===== config.mk =====
export PLATFORM = sky130hd
export DESIGN_NAME = soc_system_pio_edge_in_flat
export DESIGN_NICKNAME = d
export VERILOG_FILES = /design/src/rtl/soc_pio_pkg.sv /design/src/rtl/soc_system_pio_edge_in_if.sv /design/src/rtl/soc_system_pio_edge_in_sync_edge.sv /design/src/rtl/soc_system_pio_edge_in.sv /design/src/flat_wrapper.sv
export SDC_FILE = /design/constraint.sdc
export NUM_CORES = 1
export LEC_CHECK = 0
export CORE_MARGIN = 10
export CORE_UTILIZATION = 50
export DETAILED_ROUTE_END_ITERATION = 7
export GPL_ROUTABILITY_DRIVEN = 1
export PLACE_DENSITY = 0.74
export SLEW_MARGIN = 20
export SYNTH_ARGS = -nofsm -noshare
export SYNTH_HDL_FRONTEND = slang
export SYNTH_SLANG_ARGS = --single-unit

===== constraint.sdc =====
create_clock -name clk -period 2.15 [get_ports clk]
set_input_delay 0.43 -clock clk [delete_from_list [all_inputs] [get_ports clk]]
set_output_delay 0.43 -clock clk [all_outputs]
set_load 0.01 [all_outputs]

===== src/rtl/soc_pio_pkg.sv =====
// Purpose: shared register offsets and edge-mode encodings for the input PIOs.
// Latency: n/a (types and constants only).
// Backpressure: n/a.
package soc_pio_pkg;

  // Word offsets within the slave.
  localparam logic [1:0] REG_DATA      = 2'd0;
  localparam logic [1:0] REG_EDGE_MODE = 2'd1;
  localparam logic [1:0] REG_IRQ_MASK  = 2'd2;
  localparam logic [1:0] REG_EDGE_CAP  = 2'd3;

  // Which input transitions count as a hit.
  typedef enum logic [1:0] {
    EDGE_NONE = 2'b00,
    EDGE_RISE = 2'b01,
    EDGE_FALL = 2'b10,
    EDGE_ANY  = 2'b11
  } edge_mode_e;

endpackage


===== src/rtl/soc_system_pio_edge_in_if.sv =====
// Purpose: Avalon-MM slave bus bundle (address, strobes, data) for the PIOs.
// Latency: n/a (wiring only); readdata is driven registered by the slave.
// Backpressure: none, no waitrequest; the slave accepts an access every cycle.
// Ports: address[1:0], chipselect, read_n, write_n, writedata[31:0] (master
//        to slave); readdata[31:0] (slave to master).
interface soc_system_pio_edge_in_if;
  logic [1:0]  address;
  logic        chipselect;
  logic        read_n;
  logic        write_n;
  logic [31:0] writedata;
  logic [31:0] readdata;

  modport master (
    output address, chipselect, read_n, write_n, writedata,
    input  readdata
  );

  modport slave (
    input  address, chipselect, read_n, write_n, writedata,
    output readdata
  );
endinterface


===== src/rtl/soc_system_pio_edge_in_sync_edge.sv =====
// Purpose: multi-flop synchronizer plus one delay flop giving per-bit rise/fall.
// Latency: din reaches sync after SYNC_STAGES edges; rise/fall are combinational from sync.
// Backpressure: none, free-running every cycle.
// Ports: clk, reset_n (sync, active-low), din[WIDTH-1:0] (async),
//        sync/rise/fall[WIDTH-1:0].
module pio_sync_edge #(
  parameter int WIDTH       = 17,
  parameter int SYNC_STAGES = 2
) (
  input  logic             clk,
  input  logic             reset_n,
  input  logic [WIDTH-1:0] din,
  output logic [WIDTH-1:0] sync,
  output logic [WIDTH-1:0] rise,
  output logic [WIDTH-1:0] fall
);

  logic [WIDTH-1:0] stage_q [SYNC_STAGES];
  logic [WIDTH-1:0] stage_d [SYNC_STAGES];
  logic [WIDTH-1:0] sync_d_q;
  logic [WIDTH-1:0] sync_d_d;

  always_comb begin
    stage_d[0] = din;
    for (int i = 1; i < SYNC_STAGES; i++) begin
      stage_d[i] = stage_q[i-1];
    end
    sync_d_d = stage_q[SYNC_STAGES-1];
  end

  // The delay flop resets to 0 too, so an input already high when reset
  // releases shows up as one rising edge once it reaches sync.
  always_ff @(posedge clk) begin
    if (!reset_n) begin
      for (int i = 0; i < SYNC_STAGES; i++) begin
        stage_q[i] <= '0;
      end
      sync_d_q <= '0;
    end else begin
      for (int i = 0; i < SYNC_STAGES; i++) begin
        stage_q[i] <= stage_d[i];
      end
      sync_d_q <= sync_d_d;
    end
  end

  assign sync = stage_q[SYNC_STAGES-1];
  assign rise = sync & ~sync_d_q;
  assign fall = ~sync & sync_d_q;

endmodule


===== src/rtl/soc_system_pio_edge_in.sv =====
// Purpose: Avalon-MM input PIO with edge capture (W1C), per-bit irq mask and level irq.
// Latency: read data 1 cycle after strobe; input to capture/irq SYNC_STAGES+1 edges.
// Backpressure: none, accepts a read and/or write every cycle.
// Ports: clk, reset_n (sync, active-low), avs (Avalon slave bundle),
//        irq (registered level), in_port[WIDTH-1:0] (async status inputs).
module soc_system_pio_edge_in
  import soc_pio_pkg::*;
#(
  parameter int WIDTH       = 17,
  parameter int SYNC_STAGES = 2
) (
  input  logic                     clk,
  input  logic                     reset_n,
  soc_system_pio_edge_in_if.slave  avs,
  output logic                     irq,
  input  logic [WIDTH-1:0]         in_port
);

  logic [WIDTH-1:0] sync;
  logic [WIDTH-1:0] rise;
  logic [WIDTH-1:0] fall;

  pio_sync_edge #(
    .WIDTH       (WIDTH),
    .SYNC_STAGES (SYNC_STAGES)
  ) u_sync_edge (
    .clk     (clk),
    .reset_n (reset_n),
    .din     (in_port),
    .sync    (sync),
    .rise    (rise),
    .fall    (fall)
  );

  edge_mode_e       mode_q,     mode_d;
  logic [WIDTH-1:0] irq_mask_q, irq_mask_d;
  logic [WIDTH-1:0] capture_q,  capture_d;
  logic [31:0]      readdata_q, readdata_d;
  logic             irq_q,      irq_d;

  logic             wr_en;
  logic             rd_en;
  logic [WIDTH-1:0] hit;
  logic [WIDTH-1:0] clr;

  assign wr_en = avs.chipselect & ~avs.write_n;
  assign rd_en = avs.chipselect & ~avs.read_n;

  always_comb begin
    hit = '0;
    case (mode_q)
      EDGE_RISE: hit = rise;
      EDGE_FALL: hit = fall;
      EDGE_ANY:  hit = rise | fall;
      default:   hit = '0;
    endcase
  end

  // Clear is applied before OR-ing in the hit so a same-cycle hit survives.
  always_comb begin
    clr = '0;
    if (wr_en && (avs.address == REG_EDGE_CAP)) begin
      clr = avs.writedata[WIDTH-1:0];
    end
    capture_d = (capture_q & ~clr) | hit;
  end

  always_comb begin
    mode_d     = mode_q;
    irq_mask_d = irq_mask_q;
    if (wr_en && (avs.address == REG_EDGE_MODE)) begin
      mode_d = edge_mode_e'(avs.writedata[1:0]);
    end
    if (wr_en && (avs.address == REG_IRQ_MASK)) begin
      irq_mask_d = avs.writedata[WIDTH-1:0];
    end
  end

  // Computed from next-state values so a clear or mask write moves irq on
  // the same edge that commits it.
  assign irq_d = |(capture_d & irq_mask_d);

  // Reads see the current (pre-write) registers.
  always_comb begin
    readdata_d = readdata_q;
    if (rd_en) begin
      case (avs.address)
        REG_DATA:      readdata_d = 32'(sync);
        REG_EDGE_MODE: readdata_d = 32'(mode_q);
        REG_IRQ_MASK:  readdata_d = 32'(irq_mask_q);
        REG_EDGE_CAP:  readdata_d = 32'(capture_q);
        default:       readdata_d = '0;
      endcase
    end
  end

  always_ff @(posedge clk) begin
    if (!reset_n) begin
      mode_q     <= EDGE_RISE;
      irq_mask_q <= '0;
      capture_q  <= '0;
      readdata_q <= '0;
      irq_q      <= 1'b0;
    end else begin
      mode_q     <= mode_d;
      irq_mask_q <= irq_mask_d;
      capture_q  <= capture_d;
      readdata_q <= readdata_d;
      irq_q      <= irq_d;
    end
  end

  assign avs.readdata = readdata_q;
  assign irq          = irq_q;

  // Upper writedata bits carry no register content.
  if (WIDTH < 32) begin : g_wd_unused
    logic unused_wd;
    assign unused_wd = ^avs.writedata[31:WIDTH];
  end

endmodule


===== src/flat_wrapper.sv =====
// flat-port wrapper written by rule: the top's interface ports become plain ports
module soc_system_pio_edge_in_flat import soc_pio_pkg::*;
#(
  parameter int WIDTH       = 17,
  parameter int SYNC_STAGES = 2
)
  (clk, reset_n, irq, in_port, avs_address, avs_chipselect, avs_read_n, avs_write_n, avs_writedata, avs_readdata);
  soc_system_pio_edge_in_if avs_i ();
  input  logic clk;
  input  logic reset_n;
  output logic irq;
  input  logic [WIDTH-1:0] in_port;
  input wire logic [$bits(avs_i.address)-1:0] avs_address;
  input wire logic [$bits(avs_i.chipselect)-1:0] avs_chipselect;
  input wire logic [$bits(avs_i.read_n)-1:0] avs_read_n;
  input wire logic [$bits(avs_i.write_n)-1:0] avs_write_n;
  input wire logic [$bits(avs_i.writedata)-1:0] avs_writedata;
  output wire logic [$bits(avs_i.readdata)-1:0] avs_readdata;
  assign avs_i.address = avs_address;
  assign avs_i.chipselect = avs_chipselect;
  assign avs_i.read_n = avs_read_n;
  assign avs_i.write_n = avs_write_n;
  assign avs_i.writedata = avs_writedata;
  assign avs_readdata = avs_i.readdata;
  soc_system_pio_edge_in #(.WIDTH(WIDTH), .SYNC_STAGES(SYNC_STAGES)) u_core (.clk(clk), .reset_n(reset_n), .avs(avs_i), .irq(irq), .in_port(in_port));
endmodule

==> results.rst, run 1 <==
.. list-table::
   :header-rows: 1

   * - Metric
     - Value
   * - Flop and latch count out of synthesis
     - about 110
   * - Worst Hold Class
     - register to register
   * - R2R Setup Slk
     - roughly 150 ps
   * - Final worst clock skew
     - 11.0 ps
   * - Worst Setup Path Type
     - register to register
   * - Share of the synthesized netlist area taken by xor and xnor gates
     - 0%
   * - Count of different cell masters after synthesis
     - 29
   * - H-Tree Level Count
     - 3
   * - Max-capacitance violation count
     - 0
   * - Antenna violations before repair
     - 0
   * - Data required time of the worst path
     - about 2400 ps
   * - CTS clk-pin slew, worst paths
     - approximately 90 ps
   * - Post-layout minimum cycle time
     - 2000 ps
   * - Via count of the first global-routing pass
     - ~3500
   * - Crit Reg-Reg Endpoint
     - u_core.irq
   * - Final layout net count
     - around 670
   * - Routed wire length
     - just over 10000 um
   * - Clock insertion delay at the later pin of the skew report
     - between 300 and 400 ps
   * - Count of warnings emitted by yosys
     - 0
   * - Element type at the critical path end
     - register
   * - Overall global routing resource usage
     - between 15 and 20%
   * - Site row count
     - 34
   * - Synthesized-area fraction occupied by adder cells
     - between 9 and 10%
   * - Critical Path AT
     - approximately 2200 ps
   * - Setup crit start kind
     - register
   * - Result of the run
     - finished clean
   * - CTS tree
     - yes
   * - Synthesized netlist cell count
     - approximately 500
   * - Number of sinks driven by the clock tree
     - 105
   * - Residual overflow from global routing
     - 0
   * - Area growth from synthesis to layout
     - 24.4%
   * - Hold Crit Depth
     - 1
   * - DIE AREA
     - 13400 um2
   * - Initial cell density of the core
     - 52.0%
   * - Fraction of layout instances using a drive strength above 1
     - 11.8%
   * - Maximum clock frequency
     - between 500 and 600 MHz
   * - Largest family of logic cells by synthesized area
     - simple AND/OR/NAND/NOR gates
   * - Hold Vio Cnt, Final
     - 0
   * - Length in cells of the worst reg-to-reg path
     - 7
   * - Maximum fanout along the worst path
     - 9
   * - RSZ-0062 raised after global routing
     - no
   * - Post-Syn Area
     - 4600 um2
   * - Placeable Area
     - 8850 um2
   * - Final worst hold slack
     - around 440 ps
   * - Most common cell after layout, fill and taps aside
     - sky130_fd_sc_hd__dfxtp_1
   * - Post-route ant nets
     - 0
   * - Startpoint of the tightest hold check path
     - u_core.u_sync_edge.stage_q[0][6]
   * - N_diodes
     - 0
   * - Placer's final routability congestion estimate
     - 0.830
   * - Average routed wire per standard cell
     - 14.8 um
   * - Wire length of the first global-routing pass
     - between 15000 and 20000 um
   * - Total via count in the routed design
     - 3559
   * - Avg Inst Size Synth
     - a little over 9 um2
   * - Worst vdd rail ir drop
     - approximately 420 uV
   * - Bufs on Longest Clock Path
     - 2
   * - Count of TritonRoute iterations in the first routing pass
     - 6
   * - Final setup violating endpoints
     - 0
   * - Hold-fix buffers, CTS
     - 0
   * - Cell area after placement
     - about 5500 um2
   * - Multiplexer share of the synthesized area
     - under 10%
   * - Simple logic cell fraction of the synthesized area
     - between 10% and 20%
   * - Launching point of the worst reg2reg path
     - u_core.mode_q[0]
   * - Hold-critical path endpoint
     - u_core.u_sync_edge.stage_q[0][23]
   * - Number of clock buffers inserted by TritonCTS
     - 9
   * - Final Slew Violations
     - 0
   * - # port buffers
     - 58
   * - Pin count of the biggest net entering global routing
     - 36
   * - Post-DP HPWL
     - between 7000 and 8000 um
   * - Static Leakage
     - roughly 2.4 nW
   * - Post-Layout Inst Area
     - around 5700 um2
   * - Die Height
     - ~120 um
   * - Share of the yosys chip area belonging to registers
     - a little under half
   * - DR DRC count
     - 0
   * - Commonest cells after routing, fill and taps aside
     - sky130_fd_sc_hd__dfxtp_1, sky130_fd_sc_hd__nor2_1, sky130_fd_sc_hd__clkdlybuf4s50_1, sky130_fd_sc_hd__buf_4, sky130_fd_sc_hd__mux2i_1
   * - Power per Cell Area
     - approximately 640 nW/um2
   * - Compound-cell area share of the yosys netlist
     - ~11%
   * - Ports placed on the boundary
     - 89
   * - Cell at the root of the clock tree
     - sky130_fd_sc_hd__clkbuf_8
   * - Final clock period utilization by the worst path
     - 93.0%
   * - Number of DRC markers after the initial detailed-route iteration
     - 210
   * - Die extent in x
     - between 100 and 150 um
   * - Drt via density
     - a little over 5
[how the worst max path moves through the flow]
stage	cells after the start	startpoint	slack [ps]	to
after floorplan	7	avs_write_n	340	u_core.irq
after global placement	8	avs_address[1]	-380	u_core.irq
after detailed placement	8	avs_address[1]	-410	u_core.irq
after CTS	8	avs_address[1]	50	u_core.irq
after global routing	7	u_core.mode_q[0]	6	u_core.irq
final	7	u_core.mode_q[0]	150	u_core.irq
[through the flow]
step / cells / utilization (%) / setup TNS (ps) / power [mW] / worst slack (ps)
2_1_floorplan: 511 / - / 0 / 2.39 / 337
3_3_place_gp: 672 / 62.0 / -510 / 2.59 / -383
3_5_place_dp: 672 / 62.0 / -513 / 2.61 / -407
4_1_cts: 688 / 64.1 / 0 / 3.72 / 47.4
5_1_grt: 692 / 64.6 / 0 / 3.86 / 6.07
6_report: 692 / 64.6 / 0 / 3.69 / 151
[state kept, by name (all words and copies together) (netlist names)]
register,count
u_core.u_sync_edge.stage_q,34
u_core.avs.readdata,17
u_core.capture_q,17
u_core.irq_mask_q,17
u_core.u_sync_edge.sync_d_q,17
u_core.mode_q,2
u_core.irq,1
[cells in the mapped netlist (all sizes together)]
| cell type | number | area, um2 |
|---|---|---|
| and2 | 35 | 219 |
| nand2 | 18 | 67.6 |
| buf | 29 | 223 |
| nor3 | 1 | 5.00 |
| nor2 | 103 | 387 |
| a222oi | 17 | 170 |
| inv | 35 | 131 |
| o22ai | 8 | 50.1 |
| nor4 | 1 | 6.26 |
| and4bb | 1 | 12.5 |
| a211oi | 15 | 113 |
| nor4bb | 1 | 10.0 |
| conb | 1 | 3.75 |
| and4b | 1 | 10.0 |
| dfxtp | 105 | 2100 |
| ha | 34 | 425 |
| a21oi | 32 | 160 |
| mux2i | 36 | 360 |
| nor2b | 2 | 20.0 |
| mux4 | 2 | 45.0 |
| clkbuf | 19 | 71.3 |
| a31oi | 1 | 6.26 |
[cells by family after synthesis]
group | Yosys count
simple gates | 163
flops | 105
buf+inv | 83
compound gates | 73
mux | 38
fa+ha+maj | 34
other cells | 1
[cell type report]
| class | instances | area (um2) |
|---|---|---|
| Clock buffer | 11 | 141 |
| Timing Repair Buffer | 105 | 1030 |
| Tap cell | 108 | 135 |
| Sequential cell | 105 | 2100 |
| Clock inverter | 5 | 41.3 |
| Fill cell | 727 | 3130 |
| Inverter | 35 | 131 |
| Multi-Input combinational cell | 323 | 2130 |
[worst max-delay path, cell delays in order, from the launching register on]
cell and delay [ps]:
sky130_fd_sc_hd__dfxtp_1 460, sky130_fd_sc_hd__buf_4 210, sky130_fd_sc_hd__nor2_1 90, sky130_fd_sc_hd__a21oi_1 60, sky130_fd_sc_hd__a222oi_1 420, sky130_fd_sc_hd__o22ai_1 190, sky130_fd_sc_hd__nor4_2 340, sky130_fd_sc_hd__a31oi_1 110
[repair_timing]
| item | 4_1_cts | 5_1_grt |
|---|---|---|
| pin swaps | 0 | 9 |
| setup endpoints to repair | 1 | 1 |
| buffers inserted | 0 | 4 |
| gates resized for setup | 1 | 8 |
[where the power goes]
part / switching, mW / internal, mW
logic: 0.227 / 0.266
clock network: 0.658 / 0.459
registers: 0.0477 / 2.03
total: 0.933 / 2.75
[metal layers]
metal  vias up  wire length (um)  track usage [%]
li1       1790                 -                -
met1      1615              4790             19.9
met2       142              4570             24.5
met3        12               755             3.77
met4         0               156             6.51
met5         -                 0                0
No activity file was read; power rests on OpenSTA's default activity.
==> run 2, diff against run 1 <==
Settings changed: CORE_MARGIN 10 to 1.
==> run 2 against run 1 <==
The flow now finishes with violations (DRC). Combinational power is 2% lower. Final cell count shrank 1.3%. Maximum frequency decreased by 0.60%. Sequential share of layout area up 0.27 points. Via count decreased by 1.1%. Sequential cell count is the same. Global-route usage grew 5.2 points. Setup slack got worse by 12 ps. Critical path type unchanged.
==> results.rst, run 2 (synthesis results as in run 1) <==
.. list-table::
   :header-rows: 1

   * - Metric
     - Value
   * - Result of the run
     - complete, but fails checks
   * - Violations in the final reports
     - DRC
   * - Count of TritonRoute iterations in the first routing pass
     - 8 (+2)
   * - Commonest cells after routing, fill and taps aside
     - sky130_fd_sc_hd__dfxtp_1, sky130_fd_sc_hd__nor2_1, sky130_fd_sc_hd__clkdlybuf4s50_1, sky130_fd_sc_hd__mux2i_1
   * - Final clock period utilization by the worst path
     - 93.6% (+0.56 points)
   * - Max-capacitance violation count
     - 0 (unchanged)
   * - CP peak stage delay
     - 440 ps (-20 ps)
   * - Element type at the critical path end
     - register
   * - Wire length of the first global-routing pass
     - 15500 um (-6.8%)
   * - Clock insertion delay at the later pin of the skew report
     - 370 ps (about the same)
   * - Worst Hold Class
     - register to register
   * - Hold-fix buffers, CTS
     - 0 (unchanged)
   * - Placer's final routability congestion estimate
     - 0.811 (-2.2%)
   * - Area growth from synthesis to layout
     - 23.5%
   * - Cell at the root of the clock tree
     - sky130_fd_sc_hd__clkbuf_8
   * - Via count of the first global-routing pass
     - 3259 (-7.2%)
   * - Filler cell count in the final layout
     - 737 (+1.4%)
   * - Footprint of the multi-input gates
     - 2130 um2 (-0.29%)
   * - Static Leakage
     - 2.33 nW (-1.1%)
   * - Worst Setup Path Type
     - register to register
   * - Initial cell density of the core
     - 52.2% (+0.25 points)
   * - Crit path from
     - u_core.u_sync_edge.stage_q[0][21]
   * - Routed wire length
     - 9660 um (-5.9%)
   * - Buffers & Inverters on Critical Path
     - 1 (unchanged)
   * - Post-DP HPWL
     - 6600 um (-14%)
   * - Part of the power in the clock network
     - 32.0% (+1.7 points)
   * - Fraction of layout instances using a drive strength above 1
     - 10.4% (-1.4 points)
   * - Final worst clock skew
     - 14.5 ps (+3.47 ps)
   * - Overall global routing resource usage
     - 20.7% (+5.2 points)
   * - Hold Vio Cnt, Final
     - 0 (unchanged)
   * - Switching power
     - 0.916 mW (-1.8%)
   * - Maximum clock frequency
     - 497 MHz (-0.60%)
   * - Maximum fanout along the worst path
     - 3 (-6)
   * - Portion of total power attributed to sequential cells
     - 55.1% (-1.2 points)
   * - Placed instance count
     - 666 (-0.89%)
   * - Smallest setup slack after layout
     - 139 ps (-12.1 ps)
   * - Reg area
     - 2100 um2 (unchanged)
   * - Startpoint of the tightest hold check path
     - u_core.u_sync_edge.stage_q[0][12]
   * - Ports placed on the boundary
     - 89 (unchanged)
   * - Max reg flops
     - 34 (unchanged)
   * - Cell area after placement
     - 5440 um2 (-0.82%)
   * - H-Tree Level Count
     - 3 (unchanged)
   * - Site row count
     - 34 (unchanged)
   * - Placeable Area
     - 8810 um2 (-0.48%)
   * - Critical Path AT
     - 2260 ps (+20 ps)
   * - DR DRC count
     - 14 (+14)
   * - N_diodes
     - 0 (unchanged)
   * - Cell family with the largest share of critical-path delay
     - compound AO/OA/AOI/OAI gates
   * - Final Slew Violations
     - 0 (unchanged)
   * - Proportion of total power due to net switching
     - 24.3% (-0.98 points)
   * - Number of clock buffers inserted by TritonCTS
     - 9 (unchanged)
   * - Final layout net count
     - 661 (-1.2%)
   * - Die extent in x
     - 97.9 um (-16%)
   * - Final setup violating endpoints
     - 0 (unchanged)
   * - DIE AREA
     - 9580 um2 (-29%)
   * - RSZ-0062 raised after global routing
     - no
   * - Die Height
     - 97.9 um (-16%)
   * - Drt via density
     - 5.15 (+0.21%)
   * - Bufs on Longest Clock Path
     - 2 (unchanged)
   * - Post-route ant nets
     - 0 (unchanged)
   * - Most flop-heavy register
     - u_core.u_sync_edge.stage_q
   * - Total via count in the routed design
     - 3520 (-1.1%)
   * - Number of DRC markers after the initial detailed-route iteration
     - 338 (+61%)
   * - CP cell instances
     - inv_1 -> ha_1 -> nor2_1 -> a21oi_1 -> a222oi_1 -> o22ai_1 -> nor4_1 -> a31oi_1
   * - Worst vdd rail ir drop
     - 264 uV (-37%)
   * - Data required time of the worst path
     - 2400 ps (about the same)
   * - CTS clk-pin slew, worst paths
     - 90 ps (about the same)
   * - Worst setup slack before clock tree synthesis
     - -327 ps (+79.6 ps)
   * - Pin count of the biggest net entering global routing
     - 71 (+97%)
   * - Residual overflow from global routing
     - 0 (unchanged)
   * - Critical Path Slowest Stage Cell
     - sky130_fd_sc_hd__a222oi_1
   * - Post-layout minimum cycle time
     - 2010 ps (+12.1 ps)
   * - Power share of the combinational group
     - 12.9% (-0.5 points)
   * - # port buffers
     - 58 (unchanged)
   * - Average routed wire per standard cell
     - 14.1 um (-4.7%)
   * - Final non-filler cell total
     - 683 (-1.3%)
   * - Setup crit start kind
     - register
   * - Launching point of the worst reg2reg path
     - u_core.u_sync_edge.stage_q[0][21]
   * - Antenna violations before repair
     - 0 (unchanged)
   * - Power per Cell Area
     - 663 nW/um2 (+2.9%)
   * - Post-Layout Inst Area
     - 5680 um2 (-0.72%)
   * - CTS tree
     - yes
   * - Most common cell after layout, fill and taps aside
     - sky130_fd_sc_hd__dfxtp_1
   * - Number of sinks driven by the clock tree
     - 105 (unchanged)
   * - Internal power contribution
     - 2.85 mW (+3.5%)
==> run 2: worst paths after layout <==
| kind | slack, ps | cells after the start | endpoint |
|---|---|---|---|
| setup / recovery | 140 | 8 | u_core.irq |
| hold / removal | 440 | 1 | u_core.u_sync_edge.stage_q[0][29] |
| setup reg to reg | 140 | 8 | u_core.irq |
| hold reg to reg | 440 | 1 | u_core.u_sync_edge.stage_q[0][29] |
==> run 2: power by group through the flow <==
stage | clock network [mW] | logic [mW] | registers (mW)
after floorplan | 0 | 0.273 | 2.11
after global placement | 0 | 0.465 | 2.12
after detailed placement | 0 | 0.477 | 2.12
after CTS | 1.23 | 0.480 | 2.07
after global routing | 1.33 | 0.531 | 2.09
final | 1.21 | 0.485 | 2.08
==> run 2: what timing repair did <==
item,in CTS,in global routing
endpoints found under the setup margin,0,1
gates resized for setup,0,5
buffers inserted,0,1
==> run 2: layout make-up <==
class / count / area share [%]
well taps: 108 / 2.38
clock inverters: 5 / 0.992
flip-flops and latches: 105 / 37.0
repair buffers: 97 / 17.4
multi-input cells: 323 / 37.5
clock buffers: 10 / 2.42
inverters: 35 / 2.31
==> run 2: stage by stage <==
step / total power, mW / hold WS (ps) / utilization (%) / setup TNS [ps]
2_1_floorplan: 2.39 / 412 / - / 0
4_1_cts: 3.78 / 438 / 64.0 / 0
3_5_place_dp: 2.60 / 417 / 61.8 / -673
5_1_grt: 3.95 / 456 / 64.5 / 0
3_3_place_gp: 2.58 / 417 / 61.8 / -365
6_report: 3.77 / 436 / 64.5 / 0
==> run 2: per-layer routing <==
| metal | share of wire, % | track usage, % | vias to the layer above |
|---|---|---|---|
| met1 | 44 | 27.7 | 1565 |
| li1 | - | - | 1775 |
| met3 | 7.2 | 2.58 | 22 |
| met5 | 0 | 0 | - |
| met4 | 3.0 | 10.5 | 0 |
| met2 | 46 | 32.9 | 158 |
==> run 2: worst register-to-register path, delay by kind of cell (launching register included) <==
| family | cells | cell delay [ps] |
|---|---|---|
| AOI/OAI and AO/OA | 4 | 810 |
| adders and majority gates | 1 | 180 |
| buffers and inverters | 1 | 80 |
| and+or+nand+nor | 2 | 430 |
| DFF | 1 | 400 |
==> run 3, diff against run 2 <==
--- a/config.mk
+++ b/config.mk
@@ -8,6 +8,6 @@
 export CORE_MARGIN = 1
-export CORE_UTILIZATION = 50
+export CORE_UTILIZATION = 47
 export DETAILED_ROUTE_END_ITERATION = 7
 export GPL_ROUTABILITY_DRIVEN = 1
-export PLACE_DENSITY = 0.74
+export PLACE_DENSITY = 0.73
 export SLEW_MARGIN = 20
==> constraint.sdc (replaced) <==
create_clock -name clk -period 1.8 [get_ports clk]
set_input_delay 0.36 -clock clk [delete_from_list [all_inputs] [get_ports clk]]
set_output_delay 0.36 -clock clk [all_outputs]
set_load 0.1 [all_outputs]
==> run 3 against run 2 <==
The run ends with DRC, setup timing left. Final area is 9.1% higher. Die area up 6.3%. Utilization grew 1.6 points. Critical path depth decreased by 1. Clock-buffer cell count did not move. Critical endpoint unchanged. Sequential power up 20%. Sequential share of layout area shrank 2.8 points. Non-clock buffer count is 26 higher.
==> results.rst, run 3 (synthesis results as in run 1) <==
.. list-table::
   :header-rows: 1

   * - Metric
     - Value
   * - Critical Path AT
     - 2180 ps (-80 ps)
   * - N_diodes
     - 0 (unchanged)
   * - Maximum clock frequency
     - 518 MHz (+4.2%)
   * - Final worst clock skew
     - 8.64 ps (-5.88 ps)
   * - Part of the power in the clock network
     - 30.0% (-2.0 points)
   * - Result of the run
     - complete, but fails checks
   * - Count of TritonRoute iterations in the first routing pass
     - 8 (unchanged)
   * - Startpoint of the tightest hold check path
     - u_core.u_sync_edge.stage_q[0][12]
   * - Data required time of the worst path
     - 2050 ps (-350 ps)
   * - Setup crit start kind
     - register
   * - Total via count in the routed design
     - 3771 (+7.1%)
   * - Placeable Area
     - 9370 um2 (+6.4%)
   * - Element type at the critical path end
     - register
   * - Filler cell count in the final layout
     - 747 (+1.4%)
   * - Residual overflow from global routing
     - 0 (unchanged)
   * - Site row count
     - 35 (+2.9%)
   * - Post-DP HPWL
     - 7130 um (+8.1%)
   * - Clock insertion delay at the later pin of the skew report
     - 360 ps (about the same)
   * - Final setup violating endpoints
     - 1 (+1)
   * - Most flop-heavy register
     - u_core.u_sync_edge.stage_q
   * - # port buffers
     - 58 (unchanged)
   * - Final clock period utilization by the worst path
     - 107% (+14 points)
   * - Routed wire length
     - 10400 um (+8.1%)
   * - Static Leakage
     - 2.54 nW (+8.8%)
   * - Number of clock buffers inserted by TritonCTS
     - 9 (unchanged)
   * - Drt via density
     - 5.15 (about the same)
   * - Die Height
     - 101 um (+3.1%)
   * - Area growth from synthesis to layout
     - 34.7%
   * - Commonest cells after routing, fill and taps aside
     - sky130_fd_sc_hd__nor2_1, sky130_fd_sc_hd__dfxtp_1, sky130_fd_sc_hd__buf_4, sky130_fd_sc_hd__mux2i_1, sky130_fd_sc_hd__clkdlybuf4s50_1
   * - Internal power contribution
     - 3.50 mW (+23%)
   * - DIE AREA
     - 10200 um2 (+6.3%)
   * - Post-layout minimum cycle time
     - 1930 ps (-81.6 ps)
   * - Hold Crit Depth
     - 1 (unchanged)
   * - R2R Setup Slk
     - -130 ps (-270 ps)
   * - Cell at the root of the clock tree
     - sky130_fd_sc_hd__clkbuf_8
   * - Overall global routing resource usage
     - 20.5% (-0.16 points)
   * - Crit Reg-Reg Endpoint
     - u_core.irq
   * - Hold Vio Cnt, Final
     - 0 (unchanged)
   * - Violations in the final reports
     - DRC, setup timing
   * - Portion of total power attributed to sequential cells
     - 50.4% (-4.7 points)
   * - Launching point of the worst reg2reg path
     - u_core.u_sync_edge.sync_d_q[8]
   * - Bufs on Longest Clock Path
     - 2 (unchanged)
   * - Final non-filler cell total
     - 732 (+7.2%)
   * - Number of sinks driven by the clock tree
     - 105 (unchanged)
   * - Placed instance count
     - 698 (+4.8%)
   * - Worst Hold Class
     - register to register
   * - DR DRC count
     - 6 (-8)
   * - Ports placed on the boundary
     - 89 (unchanged)
   * - Initial cell density of the core
     - 49.1% (-3.2 points)
   * - Final worst hold slack
     - 438 ps (+1.69 ps)
   * - H-Tree Level Count
     - 3 (unchanged)
   * - Via count of the first global-routing pass
     - 3373 (+3.5%)
   * - Antenna violations before repair
     - 0 (unchanged)
   * - Fraction of layout instances using a drive strength above 1
     - 23.4% (+13 points)
   * - Footprint of the multi-input gates
     - 2210 um2 (+3.8%)
   * - Wire length of the first global-routing pass
     - 16100 um (+3.6%)
   * - Power per Cell Area
     - 798 nW/um2 (+20%)
   * - RSZ-0062 raised after global routing
     - yes
   * - Most common cell after layout, fill and taps aside
     - sky130_fd_sc_hd__nor2_1
   * - Worst vdd rail ir drop
     - 335 uV (+27%)
   * - Max-capacitance violation count
     - 0 (unchanged)
   * - Final Slew Violations
     - 0 (unchanged)
   * - CTS clk-pin slew, worst paths
     - 100 ps (about the same)
   * - Final layout net count
     - 688 (+4.1%)
   * - Switching power
     - 1.44 mW (+57%)
   * - Number of DRC markers after the initial detailed-route iteration
     - 374 (+11%)
   * - Power share of the combinational group
     - 19.5% (+6.6 points)
   * - Length in cells of the worst reg-to-reg path
     - 7 (-1)
   * - CTS tree
     - yes
   * - Placer's final routability congestion estimate
     - 0.923 (+14%)
   * - Smallest setup slack after layout
     - -130 ps (-268 ps)
   * - Hold-critical path endpoint
     - u_core.u_sync_edge.stage_q[0][29]
   * - Pin count of the biggest net entering global routing
     - 71 (unchanged)
   * - Die extent in x
     - 101 um (+3.1%)
   * - Worst Setup Path Type
     - register to register
   * - Reg area
     - 2120 um2 (+0.95%)
   * - Maximum fanout along the worst path
     - 2 (-1)
   * - Max reg flops
     - 34 (unchanged)
   * - Proportion of total power due to net switching
     - 29.2% (+4.9 points)
   * - Average routed wire per standard cell
     - 14.3 um (+0.86%)
   * - Post-route ant nets
     - 0 (unchanged)
==> run 3: cell count changes in the layout (fill, tap and decap cells not counted), moves of 5 or more <==
cell,delta
sky130_fd_sc_hd__a21oi_2,+5
sky130_fd_sc_hd__dfxtp_2,+10
sky130_fd_sc_hd__buf_12,+17
sky130_fd_sc_hd__dfxtp_1,-12
sky130_fd_sc_hd__buf_4,+21
sky130_fd_sc_hd__clkdlybuf4s50_1,-18
sky130_fd_sc_hd__nor2_1,-6
sky130_fd_sc_hd__a21oi_1,-5
==> run 3: worst max-delay path by stage <==
stage,endpoint,start,cells past startpoint
final,u_core.irq,u_core.u_sync_edge.sync_d_q[8],7
after global placement,u_core.irq,avs_address[0],8
after global routing,u_core.irq,u_core.u_sync_edge.sync_d_q[8],7
after CTS,u_core.irq,u_core.u_sync_edge.stage_q[0][17],8
after detailed placement,u_core.irq,avs_address[0],8
after floorplan,u_core.irq,avs_write_n,7
==> run 3: through the flow <==
| step | setup slack, ps | setup TNS [ps] | power, mW | util, % | cell area (um2) |
|---|---|---|---|---|---|
| floorplan | 57.2 | 0 | 3.13 | - | 4650 |
| finish | -130 | -130 | 4.94 | 66.1 | 6190 |
| CTS | -92.4 | -92.4 | 4.93 | 63.6 | 5960 |
| global placement | -614 | -7680 | 3.45 | 60.9 | 5700 |
| global route | -292 | -292 | 5.13 | 66.1 | 6190 |
| detailed placement | -675 | -9940 | 3.46 | 60.9 | 5700 |
==> run 3: cell type report <==
cell class / count / share of cell area, %
clock buffers: 10 / 2.22
clock inverters: 6 / 1.07
inverters: 35 / 2.12
multi-input cells: 324 / 35.6
flip-flops and latches: 105 / 34.3
well taps: 129 / 2.61
repair buffers: 123 / 22.1
==> run 3: repair_timing <==
action                                  CTS  global route
hold endpoints to repair                  0             0
setup buffers                             2            13
pin swaps                                11            22
endpoints found under the setup margin    1             1
cloned                                    1             2
hold buffers                              0             0
gates resized for setup                  21            38
==> run 3: power groups by stage <==
stage | registers, mW | clock network, mW | logic [mW]
2_1_floorplan | 2.68 | 0 | 0.449
3_3_place_gp | 2.54 | 0 | 0.905
3_5_place_dp | 2.55 | 0 | 0.917
4_1_cts | 2.49 | 1.51 | 0.925
5_1_grt | 2.50 | 1.60 | 1.02
6_report | 2.49 | 1.48 | 0.965
==> run 3: metal layers <==
| metal | share of wire, % | global-route usage [%] | vias to the layer above |
|---|---|---|---|
| met5 | 0 | 0 | - |
| met4 | 2.8 | 8.14 | 0 |
| met3 | 8.3 | 4.16 | 30 |
| met2 | 45 | 32.7 | 190 |
| met1 | 44 | 27.3 | 1716 |
| li1 | - | - | 1835 |
==> run 3: worst max-delay path, cell delays in order (launching register included) <==
cell and delay [ps]:
sky130_fd_sc_hd__dfxtp_1 360, sky130_fd_sc_hd__inv_1 60, sky130_fd_sc_hd__ha_1 300, sky130_fd_sc_hd__a21oi_2 70, sky130_fd_sc_hd__a222oi_1 370, sky130_fd_sc_hd__o22ai_1 210, sky130_fd_sc_hd__nor4_2 330, sky130_fd_sc_hd__a31oi_1 110
